==> config.mk <==
export PLATFORM = sky130hd
export DESIGN_NAME = tp84_lpf_sched_flat
export DESIGN_NICKNAME = d
export VERILOG_FILES = /design/src/rtl/tp84_lpf_sched_if.sv /design/src/rtl/tp84_lpf_sched.sv /design/src/flat_wrapper.sv
export SDC_FILE = /design/constraint.sdc
export NUM_CORES = 1
export LEC_CHECK = 0
export CORE_ASPECT_RATIO = 0.7
export CORE_MARGIN = 2
export CORE_UTILIZATION = 50
export CTS_BUF_LIST = sky130_fd_sc_hd__clkbuf_4
export DETAILED_ROUTE_END_ITERATION = 7
export PLACE_DENSITY = 0.69
export SLEW_MARGIN = 20
export SYNTH_ARGS = -nofsm -noshare
export SYNTH_HDL_FRONTEND = slang
export SYNTH_SLANG_ARGS = --single-unit
==> constraint.sdc <==
create_clock -name clk_i -period 12.6 [get_ports clk_i]
set_clock_uncertainty 0.2 [all_clocks]
set_input_delay 1.89 -clock clk_i [delete_from_list [all_inputs] [get_ports clk_i]]
set_output_delay 1.89 -clock clk_i [all_outputs]
set_load 0.03 [all_outputs]
==> src/rtl/tp84_lpf_sched_if.sv <==
// Bundle of channel samples, filter selects and filtered results for the TP84 LPF scheduler.
// Latency: none (wires only). Each direction is a plain bus with no handshake.
// Backpressure: none; out_vld is a one-cycle pulse and the consumer must take it then.
//
// Ports:
//   in_dat   16*NCH  signed channel inputs, channel c at [16c+15:16c]
//   sel_dat  2*NCH   per-channel select: 00 bypass, 01 light, 10 medium, 11 heavy
//   out_dat  16*NCH  signed filtered outputs, same packing as in_dat
//   out_vld  1       pulses for one cycle when out_dat updates
//   busy     1       high while the scheduler is working through the channels
interface tp84_lpf_sched_if #(
  parameter int NCH = 4
);
  logic [16*NCH-1:0] in_dat;
  logic [2*NCH-1:0]  sel_dat;
  logic [16*NCH-1:0] out_dat;
  logic              out_vld;
  logic              busy;

  modport master (
    output in_dat,
    output sel_dat,
    input  out_dat,
    input  out_vld,
    input  busy
  );

  modport slave (
    input  in_dat,
    input  sel_dat,
    output out_dat,
    output out_vld,
    output busy
  );
endinterface

==> src/rtl/tp84_lpf_sched.sv <==
// Time-multiplexed first-order IIR low-pass bank: one 18x18 multiplier and one accumulator serve NCH channels.
// Latency: out_vld is visible 4*NCH+1 edges after the capture edge (cnt==0) and repeats every DIV cycles.
// Backpressure: none; the inputs are sampled at capture and out_dat is held between out_vld pulses.
//
// Ports:
//   clk_i   system clock
//   rst_ni  asynchronous active-low reset
//   bus     slave side of tp84_lpf_sched_if (in_dat, sel_dat in; out_dat, out_vld, busy out)
module tp84_lpf_sched #(
  parameter int NCH = 4,
  parameter int DIV = 256
) (
  input  logic            clk_i,
  input  logic            rst_ni,
  tp84_lpf_sched_if.slave bus
);

  localparam int CW = $clog2(DIV);
  localparam int IW = (NCH > 1) ? $clog2(NCH) : 1;
  localparam logic [CW-1:0] CNT_MAX = CW'(DIV - 1);
  localparam logic [IW-1:0] CH_LAST = IW'(NCH - 1);

  typedef enum logic [2:0] {
    S_IDLE,
    S_MAC0,
    S_MAC1,
    S_MAC2,
    S_STORE,
    S_DONE
  } state_t;

  state_t             state_q, state_d;
  logic [CW-1:0]      cnt_q, cnt_d;
  logic [IW-1:0]      ch_q, ch_d;
  logic signed [35:0] acc_q, acc_d;

  // Sample registers loaded at capture, plus the per-channel filter memory.
  logic signed [15:0] xs_q  [NCH];
  logic signed [15:0] xs_d  [NCH];
  logic [1:0]         ss_q  [NCH];
  logic [1:0]         ss_d  [NCH];
  logic signed [15:0] x1_q  [NCH];
  logic signed [15:0] x1_d  [NCH];
  logic signed [15:0] y1_q  [NCH];
  logic signed [15:0] y1_d  [NCH];
  logic signed [15:0] res_q [NCH];
  logic signed [15:0] res_d [NCH];

  logic [16*NCH-1:0]  out_q, out_d;
  logic               out_vld_q, out_vld_d;

  logic               capture;
  logic signed [15:0] cur_x, cur_x1, cur_y1;
  logic [1:0]         cur_sel;
  logic signed [17:0] mul_a, mul_b;
  logic signed [35:0] prod;
  logic signed [35:0] acc_shr;
  logic signed [15:0] sat_y;

  // Feed-forward coefficient B (B1 == B2) in Q15.
  function automatic logic signed [17:0] coef_b(input logic [1:0] s);
    logic signed [17:0] r;
    case (s)
      2'b01:   r = 18'sd1488;
      2'b10:   r = 18'sd600;
      2'b11:   r = 18'sd250;
      default: r = 18'sd0;
    endcase
    return r;
  endfunction

  // Feedback coefficient stored already negated (-A2), so every MAC step is an add.
  function automatic logic signed [17:0] coef_na2(input logic [1:0] s);
    logic signed [17:0] r;
    case (s)
      2'b01:   r = 18'sd29791;
      2'b10:   r = 18'sd31568;
      2'b11:   r = 18'sd32268;
      default: r = 18'sd0;
    endcase
    return r;
  endfunction

  // Free-running sample-rate divider.
  assign cnt_d   = (cnt_q == CNT_MAX) ? '0 : cnt_q + 1'b1;
  // A capture arriving mid-sequence (DIV too small) is dropped rather than corrupting the pass.
  assign capture = (cnt_q == '0) && (state_q == S_IDLE);

  assign cur_x   = xs_q[ch_q];
  assign cur_x1  = x1_q[ch_q];
  assign cur_y1  = y1_q[ch_q];
  assign cur_sel = ss_q[ch_q];

  // Shared multiplier operand steering.
  always_comb begin
    mul_a = '0;
    mul_b = '0;
    case (state_q)
      S_MAC0: begin
        mul_a = coef_b(cur_sel);
        mul_b = 18'(cur_x);
      end
      S_MAC1: begin
        mul_a = coef_b(cur_sel);
        mul_b = 18'(cur_x1);
      end
      S_MAC2: begin
        mul_a = coef_na2(cur_sel);
        mul_b = 18'(cur_y1);
      end
      default: begin
        mul_a = '0;
        mul_b = '0;
      end
    endcase
  end

  assign prod    = 36'(mul_a) * 36'(mul_b);
  // Arithmetic shift floors toward minus infinity.
  assign acc_shr = acc_q >>> 15;

  always_comb begin
    sat_y = acc_shr[15:0];
    if (acc_shr > 36'sd32767) begin
      sat_y = 16'sh7fff;
    end else if (acc_shr < -36'sd32768) begin
      sat_y = 16'sh8000;
    end
  end

  // Next-state and datapath updates.
  always_comb begin
    state_d   = state_q;
    ch_d      = ch_q;
    acc_d     = acc_q;
    xs_d      = xs_q;
    ss_d      = ss_q;
    x1_d      = x1_q;
    y1_d      = y1_q;
    res_d     = res_q;
    out_d     = out_q;
    out_vld_d = 1'b0;

    case (state_q)
      S_IDLE: begin
        if (capture) begin
          for (int c = 0; c < NCH; c++) begin
            xs_d[c] = bus.in_dat[16*c +: 16];
            ss_d[c] = bus.sel_dat[2*c +: 2];
          end
          ch_d    = '0;
          state_d = S_MAC0;
        end
      end
      S_MAC0: begin
        acc_d   = prod;
        state_d = S_MAC1;
      end
      S_MAC1: begin
        acc_d   = acc_q + prod;
        state_d = S_MAC2;
      end
      S_MAC2: begin
        acc_d   = acc_q + prod;
        state_d = S_STORE;
      end
      S_STORE: begin
        // Bypass preloads both history taps with x so a later switch into a
        // filter mode starts from steady state instead of stepping from zero.
        if (cur_sel == 2'b00) begin
          res_d[ch_q] = cur_x;
          y1_d[ch_q]  = cur_x;
        end else begin
          res_d[ch_q] = sat_y;
          y1_d[ch_q]  = sat_y;
        end
        x1_d[ch_q] = cur_x;
        if (ch_q == CH_LAST) begin
          ch_d    = '0;
          state_d = S_DONE;
        end else begin
          ch_d    = ch_q + 1'b1;
          state_d = S_MAC0;
        end
      end
      S_DONE: begin
        // All channels publish together so out_dat never shows a half-updated set.
        for (int c = 0; c < NCH; c++) begin
          out_d[16*c +: 16] = res_q[c];
        end
        out_vld_d = 1'b1;
        state_d   = S_IDLE;
      end
      default: begin
        state_d = S_IDLE;
      end
    endcase
  end

  always_ff @(posedge clk_i or negedge rst_ni) begin
    if (!rst_ni) begin
      state_q   <= S_IDLE;
      cnt_q     <= '0;
      ch_q      <= '0;
      acc_q     <= '0;
      out_q     <= '0;
      out_vld_q <= 1'b0;
      for (int c = 0; c < NCH; c++) begin
        xs_q[c]  <= '0;
        ss_q[c]  <= '0;
        x1_q[c]  <= '0;
        y1_q[c]  <= '0;
        res_q[c] <= '0;
      end
    end else begin
      state_q   <= state_d;
      cnt_q     <= cnt_d;
      ch_q      <= ch_d;
      acc_q     <= acc_d;
      out_q     <= out_d;
      out_vld_q <= out_vld_d;
      xs_q      <= xs_d;
      ss_q      <= ss_d;
      x1_q      <= x1_d;
      y1_q      <= y1_d;
      res_q     <= res_d;
    end
  end

  assign bus.out_dat = out_q;
  assign bus.out_vld = out_vld_q;
  assign bus.busy    = (state_q != S_IDLE);

endmodule

==> src/flat_wrapper.sv <==
// flat-port wrapper written by rule: the top's interface ports become plain ports
module tp84_lpf_sched_flat 
#(
  parameter int NCH = 4,
  parameter int DIV = 256
)
  (clk_i, rst_ni, bus_in_dat, bus_sel_dat, bus_out_dat, bus_out_vld, bus_busy);
  tp84_lpf_sched_if #(.NCH(NCH)) bus_i ();
  input  logic clk_i;
  input  logic rst_ni;
  input wire logic [$bits(bus_i.in_dat)-1:0] bus_in_dat;
  input wire logic [$bits(bus_i.sel_dat)-1:0] bus_sel_dat;
  output wire logic [$bits(bus_i.out_dat)-1:0] bus_out_dat;
  output wire logic [$bits(bus_i.out_vld)-1:0] bus_out_vld;
  output wire logic [$bits(bus_i.busy)-1:0] bus_busy;
  assign bus_i.in_dat = bus_in_dat;
  assign bus_i.sel_dat = bus_sel_dat;
  assign bus_out_dat = bus_i.out_dat;
  assign bus_out_vld = bus_i.out_vld;
  assign bus_busy = bus_i.busy;
  tp84_lpf_sched #(.NCH(NCH), .DIV(DIV)) u_core (.clk_i(clk_i), .rst_ni(rst_ni), .bus(bus_i));
endmodule
After elaboration in Yosys (flattened, before gate mapping)
Index checks and enable logic that the tools add are counted.
{"block": "totals", "input_bits": 74, "word_cells": 94, "output_inout_bits": 66, "regBits": 378}
{"block": "op_classes", "n_mul": 1, "n_addsub": 3, "n_lt_le_gt_ge": 4, "bitwise": 1, "reduce_logical": 12, "n_eq_ne": 11, "mux": 36}
{"operator": "$bwmux 64", "count": 5}
{"operator": "$mux 16", "count": 9}
{"operator": "$mux 64", "count": 2}
{"operator": "$bmux 16 s2", "count": 3}
{"operator": "$pmux 36 s2", "count": 1}
{"operator": "$pmux 18 s3", "count": 1}
{"operator": "$pmux 15 s3", "count": 1}
{"operator": "$add 36x36->36", "count": 1}
{"operator": "$mul 16x18->34", "count": 1}
{"operator": "$pmux 11 s3", "count": 1}
{"operator": "$demux 16 s2", "count": 1}
{"operator": "$pmux 15 s2", "count": 1}
{"operator": "$gt 21x16->1 const B", "count": 1}
{"operator": "$lt 21x16->1 const B", "count": 1}
{"operator": "$pmux 3 s5", "count": 1}
{"operator": "$add 8x1->8 const B", "count": 1}
{"operator": "$eq 8x8->1 const B", "count": 1}
{"operator": "$logic_not 8->1", "count": 1}
{"operator": "$mux 2", "count": 4}
{"operator": "$mux 8", "count": 1}
{"operator": "$eq 2x2->1 const B", "count": 3}
{"operator": "$eq 3x2->1 const B", "count": 2}
{"operator": "$eq 3x3->1 const B", "count": 2}
{"operator": "$mux 3", "count": 2}
{"operator": "other kinds (17)", "count": 21}

Longest topological paths before layout
{"block": "depth", "word_depth": 10, "mapped_depth": 43, "depth_no_buf": 38}

Least setup slack after synthesis
Ideal clock, no wire load.
{"block": "synth_path", "path_kind": "register to register", "from": "reg u_core.ch_q[0]", "to": "reg u_core.acc_q[34]", "synth_period_minus_slack_ns": 10.263, "setup_ns": 0.087, "arrival_ns": 9.976, "stages_incl_launch_ff": 38, "path_buffers": 5, "slack_ns": 2.337, "required_ns": 12.313, "cell_sequence": "dfrtp_1 > buf_4 > buf_4 > buf_2 > mux4_2 > ha_1 > and3_1 > buf_1 > nand2_1 > inv_1 > nor2_1 > inv_1 > fa_1 > inv_1 > fa_1 > inv_1 > fa_1 > fa_1 > [2 not listed] > fa_1 > inv_1 > ha_1 > clkbuf_1 > a211o_1 > a211oi_1 > o21a_1 > nor2_1 > a221oi_1 > xnor2_1 > ha_1 > a21oi_1 > o221ai_1 > o221ai_1 > a2111oi_0 > o41ai_2 > o41a_1 > o211ai_1"}
{"block": "synth_via", "elab_chain_cells": 10, "elab_cells_between_ends": 23, "classes_between": "add/sub (1); mul (1); eq/ne (3); mux (17); bitwise (1)"}
{"item": "start: declaration", "line_no": "tp84_lpf_sched.sv:34", "rtl": "logic [IW-1:0] ch_q, ch_d;"}
{"item": "start signal: assignment", "line_no": "tp84_lpf_sched.sv:218", "rtl": "ch_q <= ch_d;"}
{"item": "$not 2->3 (not written as such) *"}
{"item": "$bmux 2 s2", "line_no": "tp84_lpf_sched.sv:92", "rtl": "assign cur_sel = ss_q[ch_q];"}
{"item": "$mux 2 (not written as such) (2 in a row)", "line_no": "tp84_lpf_sched.sv:92"}
{"item": "$eq 2x2->1 / $eq 2x1->1 (equally long branches)", "line_no": "tp84_lpf_sched.sv:63, tp84_lpf_sched.sv:75"}
{"item": "$pmux 15 s3 / $pmux 11 s3 (equally long branches)", "line_no": "tp84_lpf_sched.sv:75, tp84_lpf_sched.sv:63"}
{"item": "$pmux 15 s2", "line_no": "tp84_lpf_sched.sv:98", "rtl": "case (state_q)"}
{"item": "$mul 16x18->34 *", "line_no": "tp84_lpf_sched.sv:118", "rtl": "assign prod = 36'(mul_a) * 36'(mul_b);"}
{"item": "$add 36x36->36", "line_no": "tp84_lpf_sched.sv:160, tp84_lpf_sched.sv:164"}
{"item": "$pmux 36 s2 *", "line_no": "tp84_lpf_sched.sv:144", "rtl": "case (state_q)"}
{"item": "end signal: assignment", "line_no": "tp84_lpf_sched.sv:205", "rtl": "acc_q <= '0;"}
{"item": "end signal: assignment", "line_no": "tp84_lpf_sched.sv:219", "rtl": "acc_q <= acc_d;"}
{"item": "end: declaration", "line_no": "tp84_lpf_sched.sv:35", "rtl": "logic signed [35:0] acc_q, acc_d;"}
Every way passes the cells marked *; elsewhere a longest branch is shown, timed or not. The select of a mux whose other input is x is not followed.
A chain may end at the register's enable or synchronous reset.

Worst setup path in the final report
Ends and elaborated chain as after synthesis.

==> results.py <==
metrics = {
    "run_status": {
        "status": "finished clean",
    },
    "run": {
        "maxCapViolations": 0,
    },
    "sta": {
        "rsz0062_at_grt": "false",
        "layout_worst_path_cycle_share_pct": 90.7,
        "hold_viol_final": 0,
        "setup_ws_ns": 1.17,
        "setup-tns-final_ns": 0,
        "fin_crit_ns": 11.43,
        "fmax_mhz": 87.5,
        "setup_viol": 0,
        "finalMaxSlewViolations": 0,
        "worstMarginPinSlew_ns": 1.11,
        "slew-limit-headroom_pct": 26.0,
    },
    "synthesis": {
        "seq_area_frac_synth_pct": 31.1,
        "synthArstFlopShare_pct": 100,
        "synth_edf_count": 0,
        "synth_fp_nets": 2867,
        "synth_top_area_share_pct": 31.1,
        "synth_cells": 2406,
        "synth_area_per_cell_sq_um": 10.5,
        "synth_seq_cells": 314,
        "yosysTopAreaCell": "dfrtp_1",
        "ys.flop_type": "dfrtp_1",
        "netlist_area_sq_um": 25300,
        "ys_warn_count": 0,
        "synthTopCellsByArea": "dfrtp_1 31%, fa_1 19%, mux2_2 9.7%",
        "synth_cell_types": 80,
    },
    "global_routing": {
        "grt_pass1_vias": 19200,
        "antenna_found_initial": 2,
        "track_usage_pct": 25.8,
        "overflow": 0,
        "grt_pass1_wl_mm": 105,
        "grt_max_degree": 95,
    },
    "setup_path": {
        "criticalPathCategory": "register to register",
        "arrival_ns": 11.84,
        "slowest_stage": "dfrtp_4",
        "crit_top_cell": "fa_1",
        "crit_path_start_kind": "register",
        "regToRegSetupSlack_ns": 1.17,
        "required_ns": 13.01,
        "crit_path_end_kind": "register",
        "crit_path_max_fanout": 42,
        "critPathMaxStageDelay_ns": 0.97,
        "reg2reg_from": "u_core.ch_q[0]",
        "critical-path-top-delay-family": "adder cells",
        "cp-startpoint": "u_core.ch_q[0]",
        "path_buf_inv": 4,
    },
    "floorplanning": {
        "die_w_um": 273,
        "core_area_sq_um": 49600,
        "ios": 140,
        "dieArea_sq_um": 52400,
        "dieHeight_um": 192,
        "start_util_pct": 50.9,
        "row_count": 68,
    },
    "cells_and_area": {
        "area_delta_synth_final_pct": 12.1,
        "register_area_sq_um": 7860,
        "finalNetCount": 3012,
        "finalNonFillerCells": 3271,
        "multi_input_comb_area_sq_um": 15800,
        "fillers": 4283,
        "final_area_sq_um": 28300,
        "drive_above_1_share_pct": 17.6,
    },
    "route": {
        "wl_per_cell_um": 20.0,
        "first_pass_iters": 6,
        "drc": 0,
        "drt_iter0_drc": 1434,
        "detail-route-antenna-nets": 0,
        "routed_wl_mm": 65.3,
        "avgViaCountPerCell": 5.64,
        "vias": 18500,
    },
    "pwr": {
        "power_mw": 3.18,
        "p_per_area_nw_per_um2": 112,
        "leakage_nw": 13.7,
        "vdd_ir_drop_max_uv": 100,
    },
    "cts": {
        "numCtsBuffers": 75,
        "cts_max_level": 3,
        "ctsHoldBuffers": 0,
        "clk_pin_slew_worst_paths_ns": 0.07,
        "cts.sinks": 314,
        "insertion_delay_ns": 0.75,
        "postCtsSetupBuffers": 0,
        "cts-resized-gates": 0,
        "cts_root_buf": "clkbuf_4",
        "cts_max_path_buffers": 3,
        "cts_tree": "yes",
    },
    "worst_hold_path": {
        "holdCritStartpoint": "u_core.acc_q[3]",
        "min_path_type": "register to register",
    },
    "place": {
        "port_buffers": 139,
        "placed_cells": 3139,
        "placed_area_sq_um": 27300,
        "globalplace.congestion": 0.975,
        "dp_hpwl_mm": 50.5,
        "preCtsSetupSlack_ns": 1.17,
    },
}
==> state kept, by name (all words and copies together) (netlist names) <==
signal / flops
u_core.xs_q: 64
u_core.res_q: 64
u_core.state_q: 3
u_core.ss_q: 8
u_core.bus.out_dat: 64
u_core.ch_q: 2
u_core.cnt_q: 8
u_core.bus.out_vld: 1
u_core.acc_q: 36
u_core.x1_q: 64
==> metal layers <==
layer | wire, um | up-vias | part of all wire [%] | GRT usage (%)
li1 | - | 8353 | - | -
met1 | 30700 | 9382 | 47 | 39.0
met2 | 28500 | 647 | 44 | 37.9
met3 | 5110 | 75 | 7.8 | 5.53
met4 | 1010 | 0 | 1.5 | 6.36
met5 | 0 | - | 0 | 0
==> worst register-to-register path, delay by kind of cell, from the launching register on <==
kind            cells  cell delay (ns)
compound gates     11             3.30
flops               1             0.97
fa+ha+maj           9             4.05
simple gates        6             1.50
xor+xnor            1             0.19
buf+inv             4             0.44
mux                 1             0.70
==> layout by cell type (no fill, tap or decap), drive strengths merged, types with 39 or more instances in the layout <==
cell	n
clkbuf	110
inv	314
mux2	218
mux4	50
clkdlybuf4s50	138
o21ai	126
fa	246
ha	141
a21oi	125
nor2	142
buf	39
a21o	47
xnor2	45
dfrtp	314
nand2	272
==> through the flow <==
| stage | util [%] | hold slack, ns |
|---|---|---|
| 4_1_cts | 57.1 | 0.294 |
| 6_report | 57.1 | 0.292 |
| 5_1_grt | 57.1 | 0.314 |
| 3_3_place_gp | 55.1 | 0.270 |
| 2_1_floorplan | - | 0.256 |
| 3_5_place_dp | 55.1 | 0.277 |
==> where the power goes <==
group / internal [mW] / switching (mW)
registers: 1.24 / 0.176
logic: 0.415 / 0.482
clock network: 0.445 / 0.426
total: 2.10 / 1.08
==> logic make-up after synthesis <==
| family | after synthesis | synth area share, % |
|---|---|---|
| buffers and inverters | 421 | 6.50 |
| multiplexers | 270 | 14.3 |
| XOR/XNOR | 74 | 2.57 |
| flip-flops | 314 | 31.1 |
| AND/OR/NAND/NOR | 542 | 9.31 |
| AO/OA/AOI/OAI | 397 | 9.74 |
| adder cells (fa/ha/maj) | 388 | 26.5 |
==> synthesized netlist by cell type, types with 3 or more instances <==
cell type and count:
ha_1 141, nor2b_1 7, a211oi_1 10, o21bai_1 5, nand4_1 12, or2_2 8, a211o_1 6, xor2_1 29
buf_2 11, nor3b_1 4, and4_1 4, nor3_1 19, xnor2_1 45, nand3_1 20, nand2_1 272, nor2_1 141
dfrtp_1 314, buf_4 4, nand2b_1 8, buf_1 3, o31ai_1 5, a22oi_1 12, a31oi_1 13, o211ai_1 5
clkbuf_1 87, mux4_2 50, and2_1 22, o21ai_0 122, and3_1 9, a221o_1 4, a21oi_1 125, fa_1 246
o221ai_1 3, mux2_2 218, a21o_1 46, inv_1 312, o21a_1 10
==> layout make-up <==
cell class              count  share of cell area [%]
flip-flops and latches    314                    27.8
repair buffers            177                    6.00
diodes                      1                 0.00884
inverters                 312                    4.14
clock inverters            21                   0.543
well taps                 665                    2.94
multi-input cells        1671                    55.7
clock buffers             110                    2.92
==> path summary, 6_finish.rpt <==
check,cells past startpoint,to
max in group asynchronous,3,u_core.x1_q[17]
worst max register to register,32,u_core.acc_q[34]
worst min register to register,2,u_core.acc_q[3]
worst max-delay path,32,u_core.acc_q[34]
min in group asynchronous,1,u_core.xs_q[17]
worst min-delay path,2,u_core.acc_q[3]
Note: power is estimated with default switching activity, not from simulation.
